$ cat src/rtl/cla_pkg.sv
// Shared constants and elaboration-time helpers for the carry-look-ahead adder.
package cla_pkg;

  localparam int unsigned CLA_GROUP_DEFAULT = 4;

  // True when the operand width splits evenly into at least one look-ahead group.
  function automatic bit cla_width_ok(input int unsigned n, input int unsigned grp);
    return (grp != 0) && (n >= grp) && ((n % grp) == 0);
  endfunction

endpackage

$ cat src/rtl/cla_group.sv
// GROUP-bit first-level look-ahead block: expanded internal carries, sum slice,
// and group propagate/generate for the second-level network.
module cla_group
  import cla_pkg::*;
#(
  parameter int unsigned GROUP = CLA_GROUP_DEFAULT
) (
  input  logic [GROUP-1:0] a,
  input  logic [GROUP-1:0] b,
  input  logic             cin,
  output logic [GROUP-1:0] sum_c,
  output logic             pg_c,
  output logic             gg_c
);

  logic [GROUP-1:0] p;
  logic [GROUP-1:0] g;
  logic [GROUP:0]   c;
  logic             prod;
  logic             acc;

  assign p = a ^ b;
  assign g = a & b;

  // Each carry is a flat sum of products over p/g/cin; no carry feeds another.
  always_comb begin
    c    = '0;
    prod = 1'b0;
    acc  = 1'b0;
    c[0] = cin;
    for (int i = 1; i <= int'(GROUP); i++) begin
      prod = cin;
      for (int m = 0; m < i; m++) prod = prod & p[m];
      acc = prod;
      for (int j = 0; j < i; j++) begin
        prod = g[j];
        for (int m = j + 1; m < i; m++) prod = prod & p[m];
        acc = acc | prod;
      end
      c[i] = acc;
    end
  end

  // Group generate is the same expansion without the carry-in term.
  always_comb begin
    gg_c = 1'b0;
    for (int j = 0; j < int'(GROUP); j++) begin
      logic term;
      term = g[j];
      for (int m = j + 1; m < int'(GROUP); m++) term = term & p[m];
      gg_c = gg_c | term;
    end
  end

  assign pg_c  = &p;
  assign sum_c = p ^ c[GROUP-1:0];

endmodule

$ cat src/rtl/carry_look_ahead_adder.sv
// N-bit two-level carry-look-ahead adder with registered sum/carry_out.
// Define CLA_INPUT_REG_EN to add an input register stage (2-clock latency).
module carry_look_ahead_adder
  import cla_pkg::*;
#(
  parameter int unsigned N     = 16,
  parameter int unsigned GROUP = CLA_GROUP_DEFAULT
) (
  input  logic         clk,
  input  logic         rst,
  input  logic [N-1:0] a,
  input  logic [N-1:0] b,
  input  logic         cin,
  output logic [N-1:0] sum,
  output logic         carry_out
);

  localparam int unsigned NG = N / GROUP;

  generate
    if (!cla_width_ok(N, GROUP)) begin : g_width_check
      $error("carry_look_ahead_adder: N must be a non-zero multiple of GROUP");
    end
  endgenerate

  logic [N-1:0]  op_a;
  logic [N-1:0]  op_b;
  logic          op_cin;

`ifdef CLA_INPUT_REG_EN
  // Operand capture stage; cleared together with the output stage.
  always_ff @(posedge clk) begin
    if (rst) begin
      op_a   <= '0;
      op_b   <= '0;
      op_cin <= 1'b0;
    end else begin
      op_a   <= a;
      op_b   <= b;
      op_cin <= cin;
    end
  end
`else
  assign op_a   = a;
  assign op_b   = b;
  assign op_cin = cin;
`endif

  logic [NG-1:0] pg;
  logic [NG-1:0] gg;
  logic [NG:0]   c_grp;
  logic [N-1:0]  sum_c;

  generate
    for (genvar k = 0; k < int'(NG); k++) begin : g_grp
      cla_group #(.GROUP(GROUP)) u_grp (
        .a     (op_a[k*GROUP +: GROUP]),
        .b     (op_b[k*GROUP +: GROUP]),
        .cin   (c_grp[k]),
        .sum_c (sum_c[k*GROUP +: GROUP]),
        .pg_c  (pg[k]),
        .gg_c  (gg[k])
      );
    end
  endgenerate

  logic prod;
  logic acc;

  // Second-level look-ahead: every group carry-in is expanded from PG/GG and cin.
  always_comb begin
    c_grp    = '0;
    prod     = 1'b0;
    acc      = 1'b0;
    c_grp[0] = op_cin;
    for (int k = 1; k <= int'(NG); k++) begin
      prod = op_cin;
      for (int m = 0; m < k; m++) prod = prod & pg[m];
      acc = prod;
      for (int j = 0; j < k; j++) begin
        prod = gg[j];
        for (int m = j + 1; m < k; m++) prod = prod & pg[m];
        acc = acc | prod;
      end
      c_grp[k] = acc;
    end
  end

  // Result register; reset wins over any operand value.
  always_ff @(posedge clk) begin
    if (rst) begin
      sum       <= '0;
      carry_out <= 1'b0;
    end else begin
      sum       <= sum_c;
      carry_out <= c_grp[NG];
    end
  end

endmodule

$ cat config.mk
export PLATFORM = sky130hd
export DESIGN_NAME = carry_look_ahead_adder
export DESIGN_NICKNAME = d
export VERILOG_FILES = /design/src/rtl/cla_pkg.sv /design/src/rtl/cla_group.sv /design/src/rtl/carry_look_ahead_adder.sv
export SDC_FILE = /design/constraint.sdc
export NUM_CORES = 1
export LEC_CHECK = 0
export ABC_AREA = 0
export BUFFER_PORTS_ARGS = -buffer_cell sky130_fd_sc_hd__buf_2
export CORE_UTILIZATION = 49
export CTS_CLUSTER_SIZE = 25
export DETAILED_ROUTE_END_ITERATION = 16
export GPL_TIMING_DRIVEN = 1
export PLACE_DENSITY = 0.82
export SYNTH_ARGS = -nofsm -noshare
export SYNTH_HDL_FRONTEND = slang
export SYNTH_SLANG_ARGS = --single-unit
$ cat constraint.sdc
create_clock -name clk -period 4.3 [get_ports clk]
set_input_delay 0.43 -clock clk [delete_from_list [all_inputs] [get_ports clk]]
set_output_delay 0.43 -clock clk [all_outputs]
set_load 0.02 [all_outputs]
Yosys cells after proc, flatten, opt, wreduce, memory -nomap -nowiden
Cells that the tools add are included.
{ "word_totals": {"out_inout_bits": 17, "register_bits": 17, "input_bits": 35} }
{ "op_classes": {"bitwise": 104, "n_reduce_logical": 4} }
{ "op_table": {"columns": ["cell", "count"], "rows": [
  ["1-bit bitwise AND", 46],
  ["1-bit bitwise OR", 46],
  ["4-bit bitwise XOR", 8],
  ["4-bit bitwise AND", 4],
  ["4-bit AND reduction", 4]
]} }

Longest topological paths before layout
{ "logic_depth": {"depth_word": 19, "ltp_mapped": 13, "ltp_nobuf": 13} }

Modules after synthesis
A second synthesis with hierarchy kept.
{ "hier_totals": {"hier_cells": 128, "area_unflattened_um2": 1198.6} }
{ "by_module_without_submodules": {"columns": ["module", "cells_each", "area_per_inst_um2", "n_inst", "seq_area_each_um2"], "rows": [
  ["carry_look_ahead_adder", 42, 513.0, 1, 340.3],
  ["cla_group (g_grp[2].u_grp ...)", 24, 177.7, 2, 0.0],
  ["cla_group (g_grp[0].u_grp ...)", 19, 165.2, 2, 0.0]
]} }

Least setup slack after synthesis
Ideal clock, no wire load.
{ "synth_timing": {"path_type": "input port to flip-flop", "startpoint": "input a[2]", "endpoint": "register sum[15]", "path_slack_ns": 1.980, "n_path_buf": 0, "setup_ns": 0.128, "arrival_time_ns": 2.192, "path_stages": 13, "cell_sequence": "ha_1 a21oi_1 nor2b_1 nor3_2 inv_2 o2bb2ai_2 or2_1 ha_1 nand2_1 nand2_1 a21oi_1 xor2_1 nor2_1"} }
{ "synth_between": {"elab_chain_cells": 18} }
{ "synth_rtl": {"columns": ["element", "line_no", "text"], "rows": [
  ["from (decl)", "carry_look_ahead_adder.sv:11", "input logic [N-1:0] a,"],
  ["4-bit bitwise XOR", "cla_group.sv:22", "assign p = a ^ b;"],
  ["1-bit bitwise AND", "cla_group.sv:50", "for (int m = j + 1; m < int'(GROUP); m++) term = term & p[m];"],
  ["1-bit bitwise AND", null, null],
  ["1-bit bitwise OR (3 in series)", "cla_group.sv:51", "gg_c = gg_c | term;"],
  ["1-bit bitwise AND (2 in series)", "carry_look_ahead_adder.sv:82", "for (int m = j + 1; m < k; m++) prod = prod & pg[m];"],
  ["1-bit bitwise OR * (3 in series)", "carry_look_ahead_adder.sv:83", "acc = acc | prod;"],
  ["1-bit bitwise AND * (2 in series)", "cla_group.sv:33", "for (int m = 0; m < i; m++) prod = prod & p[m];"],
  ["1-bit bitwise AND *", null, null],
  ["1-bit bitwise OR * (3 in series)", "cla_group.sv:38", "acc = acc | prod;"],
  ["4-bit bitwise XOR *", "cla_group.sv:56", "assign sum_c = p ^ c[GROUP-1:0];"],
  ["to (signal assigned)", "carry_look_ahead_adder.sv:95", "sum <= sum_c;"],
  ["to (decl)", "carry_look_ahead_adder.sv:14", "output logic [N-1:0] sum,"]
]} }
Mark *: on every way between the ends. The rest lies on a longest branch, timed or not.
A chain may end at the register's enable or synchronous reset.

Worst setup path in the final report
{ "layout_timing": {"startpoint": "input a[0]", "endpoint": "register sum[15]"} }
{ "layout_between": {"elab_chain_cells": 19} }
{ "layout_rtl": {"columns": ["element", "line_no", "text"], "rows": [
  ["4-bit bitwise AND", "cla_group.sv:23", "assign g = a & b;"],
  ["1-bit bitwise AND (2 in series)", "cla_group.sv:50", null],
  ["1-bit bitwise AND", null, null],
  ["1-bit bitwise OR (3 in series)", "cla_group.sv:51", null],
  ["1-bit bitwise AND (2 in series)", "carry_look_ahead_adder.sv:82", null],
  ["1-bit bitwise OR * (3 in series)", "carry_look_ahead_adder.sv:83", null],
  ["1-bit bitwise AND * (2 in series)", "cla_group.sv:33", null],
  ["1-bit bitwise AND *", null, null],
  ["1-bit bitwise OR * (3 in series)", "cla_group.sv:38", null],
  ["4-bit bitwise XOR *", "cla_group.sv:56", null]
]} }
Marks and branches as above.

==> flow_metrics.env <==
export IMPL_status="completed"
export IMPL_num_vias=968
export IMPL_initialDrtViolationCount=7
export IMPL_dieHeight_microns=49.4
export IMPL_cap_viol_max_count=0
export IMPL_antenna_found_initial=0
export IMPL_cts_setup_buffers=0
export IMPL_dpl_cell_area_sq_um=1390
export IMPL_clk_pin_slew_ns=0.09
export IMPL_grt_usage_pct=19.8
export IMPL_grt_max_degree=18
export IMPL_worst_path_max_delay_cell="ha_1"
export IMPL_via_per_inst=4.96
export IMPL_drive_above_1_share_pct=35.1
export IMPL_grt_pass1_wl_mm=3.65
export IMPL_cellLeakagePower_nw=0.706
export IMPL_grt_pass1_vias=929
export IMPL_core_sq_um=2040
export IMPL_port_buffers=51
export IMPL_period_share_pct=54.4
export IMPL_cts_buffer_depth=2
export IMPL_critPathKind="in -> reg"
export IMPL_stdcell_area_sq_um=1410
export IMPL_io_pins=52
export IMPL_drv_slew=0
export IMPL_yosysWarningCount=0
export IMPL_syn_to_final_growth_pct=28.3
export IMPL_avgSynthCellArea_sq_um=9.66
export IMPL_rsz0062_at_grt="no"
export IMPL_htree_levels=1
export IMPL_swShare_pct=33.8
export IMPL_worstHoldEndpoint="sum[6]"
export IMPL_clkPwrFrac_pct=18.8
export IMPL_hold_buffers=0
export IMPL_cts_resized_gates=0
export IMPL_synth_cell_area_sq_um=1100
export IMPL_wire_per_inst_microns=11.2
export IMPL_cts_sinks=17
export IMPL_final_cell_mix="buf_2 (51), ha_1 (20), nor2_1 (18)"
export IMPL_hp_class="in -> reg"
export IMPL_regArea_sq_um=340
export IMPL_peakVddDrop_uv=158
export IMPL_seqPwrFrac_pct=42.1
export IMPL_cts_buffers=3
export IMPL_final_hold_viol_count=0
export IMPL_internal_power_uw=288
export IMPL_ys_seq_area_share_pct=30.9
export IMPL_cp_max_fo=3
export IMPL_die_x_microns=49.4
export IMPL_initial_core_util_pct=53.9
export IMPL_wirelength_mm=2.18
export IMPL_pwr_share_comb_pct=39.1
export IMPL_synthDistinctLibCells=21
export IMPL_multiInputGateArea_sq_um=753
export IMPL_ant_nets=0
export IMPL_nNetsFinal=228
export IMPL_cp_data_required_time_ns=4.47
export IMPL_cpPeakStageDelay_ns=0.33
export IMPL_start_kind="input port"
export IMPL_rows=16
export IMPL_cts_tree="yes"
export IMPL_antennaDiodeCount=0
export IMPL_ys_ff_latch=17
export IMPL_cts_root_buf="clkbuf_4"
export IMPL_switchingPower_uw=147
export IMPL_fmaxAchievable_mhz=427
export IMPL_cellPowerDensity_nw_per_um2=308
export IMPL_arrival_ns=2.51
export IMPL_end_kind="flip-flop"
export IMPL_min_from="rst"
export IMPL_grt_overflow=0
export IMPL_synth_fp_nets=173
export IMPL_setup_viol=0
export IMPL_relSlewSlack_pct=77.1
export IMPL_post_route_drc_count=0
export IMPL_hpwl_mm=1.87
export IMPL_drt_pass1_iterations=7
export IMPL_tightest_slew_ns=0.339
export IMPL_final_common_cell="buf_2"
export IMPL_hold_path_depth=2
export IMPL_postSynthCellCount=114
export IMPL_fin_tns_setup_ns=0
export IMPL_gp_congestion=0.830
export IMPL_nFillCells=179
export IMPL_dieArea_sq_um=2440
export IMPL_path_cells="buf_2 -> ha_1 -> a21oi_2 -> nor2_1 -> nor3_2 -> inv_2 -> o2bb2ai_2 -> or2_1 -> ha_1 -> nand2_1 -> nand2_1 -> a21oi_1 -> xor2_1 -> nor2_1"
export IMPL_post_route_min_period_ns=2.34
## cell usage after synthesis
cell type	n	share of area (%)
a211oi_4	1	1.8
a21oi_1	11	5.0
a21oi_2	1	0.80
clkbuf_1	1	0.34
dfxtp_1	17	31
fa_1	4	7.3
ha_1	20	23
inv_2	1	0.34
nand2_1	5	1.7
nand2b_1	3	1.7
nand3_1	1	0.45
nand4_1	2	1.1
nor2_1	18	6.1
nor2b_1	5	2.8
nor3_2	1	0.91
o21ai_0	8	3.6
o2bb2ai_2	1	1.4
o31a_1	1	0.80
or2_1	1	0.57
xnor2_1	8	6.4
xor2_1	4	3.2
## final cells by class
class,instances,share of cell area [%]
well taps,27,2.39
multi-input cells,95,53.3
inverters,1,0.266
clock buffers,4,1.86
flip-flops and latches,17,24.1
repair buffers,51,18.1
## worst max path at each step
stage | cells past startpoint | end | startpoint | slack [ns]
after global placement | 14 | sum[15] | a[0] | 1.79
after CTS | 14 | sum[15] | a[0] | 1.95
after global routing | 14 | sum[15] | a[2] | 1.85
final | 14 | sum[15] | a[0] | 1.96
after detailed placement | 14 | sum[15] | a[0] | 1.67
after floorplan | 13 | sum[15] | a[2] | 1.98
## metrics by stage
step	setup WS (ns)	std cells	hold slack [ns]	total power, mW	utilization, %
after detailed placement	1.67	191	0.798	0.357	67.9
after global routing	1.85	195	0.506	0.466	69.2
after global placement	1.79	191	0.790	0.350	67.9
after CTS	1.95	195	0.496	0.439	69.2
final	1.96	195	0.503	0.434	69.2
after floorplan	1.98	114	0.502	0.302	-
## worst max-delay path, delay by kind of cell
family | cells | cell delay, ns
AND/OR/NAND/NOR | 6 | 0.73
adder cells (fa/ha/maj) | 2 | 0.53
AO/OA/AOI/OAI | 3 | 0.44
buffers and inverters | 2 | 0.21
XOR/XNOR | 1 | 0.17
## registers in the layout (all words and copies together), names as in the netlist
register / cells
carry_out: 1
sum: 16
## kinds of logic after synthesis
logic type	share of synthesized area (%)
buf+inv	0.681
xor+xnor	9.55
compound gates	13.4
fa+ha+maj	30.0
flops	30.9
simple gates	15.5
## power groups by stage
stage                     sequential [mW]  combinational [mW]  clock (mW)
after detailed placement            0.187               0.171           0
final                               0.183               0.170      0.0817
after global placement              0.187               0.163           0
after global routing                0.185               0.188      0.0922
after floorplan                     0.216              0.0860           0
after CTS                           0.183               0.171      0.0851
## metal layers
| layer | global-route usage (%) | vias up | share of wire [%] |
|---|---|---|---|
| met5 | 0 | - | 0 |
| met2 | 38.6 | 36 | 55 |
| met3 | 5.61 | 4 | 6.4 |
| met4 | 9.05 | 0 | 1.1 |
| li1 | - | 496 | - |
| met1 | 18.7 | 432 | 38 |
(Power assumes the default switching activity.)
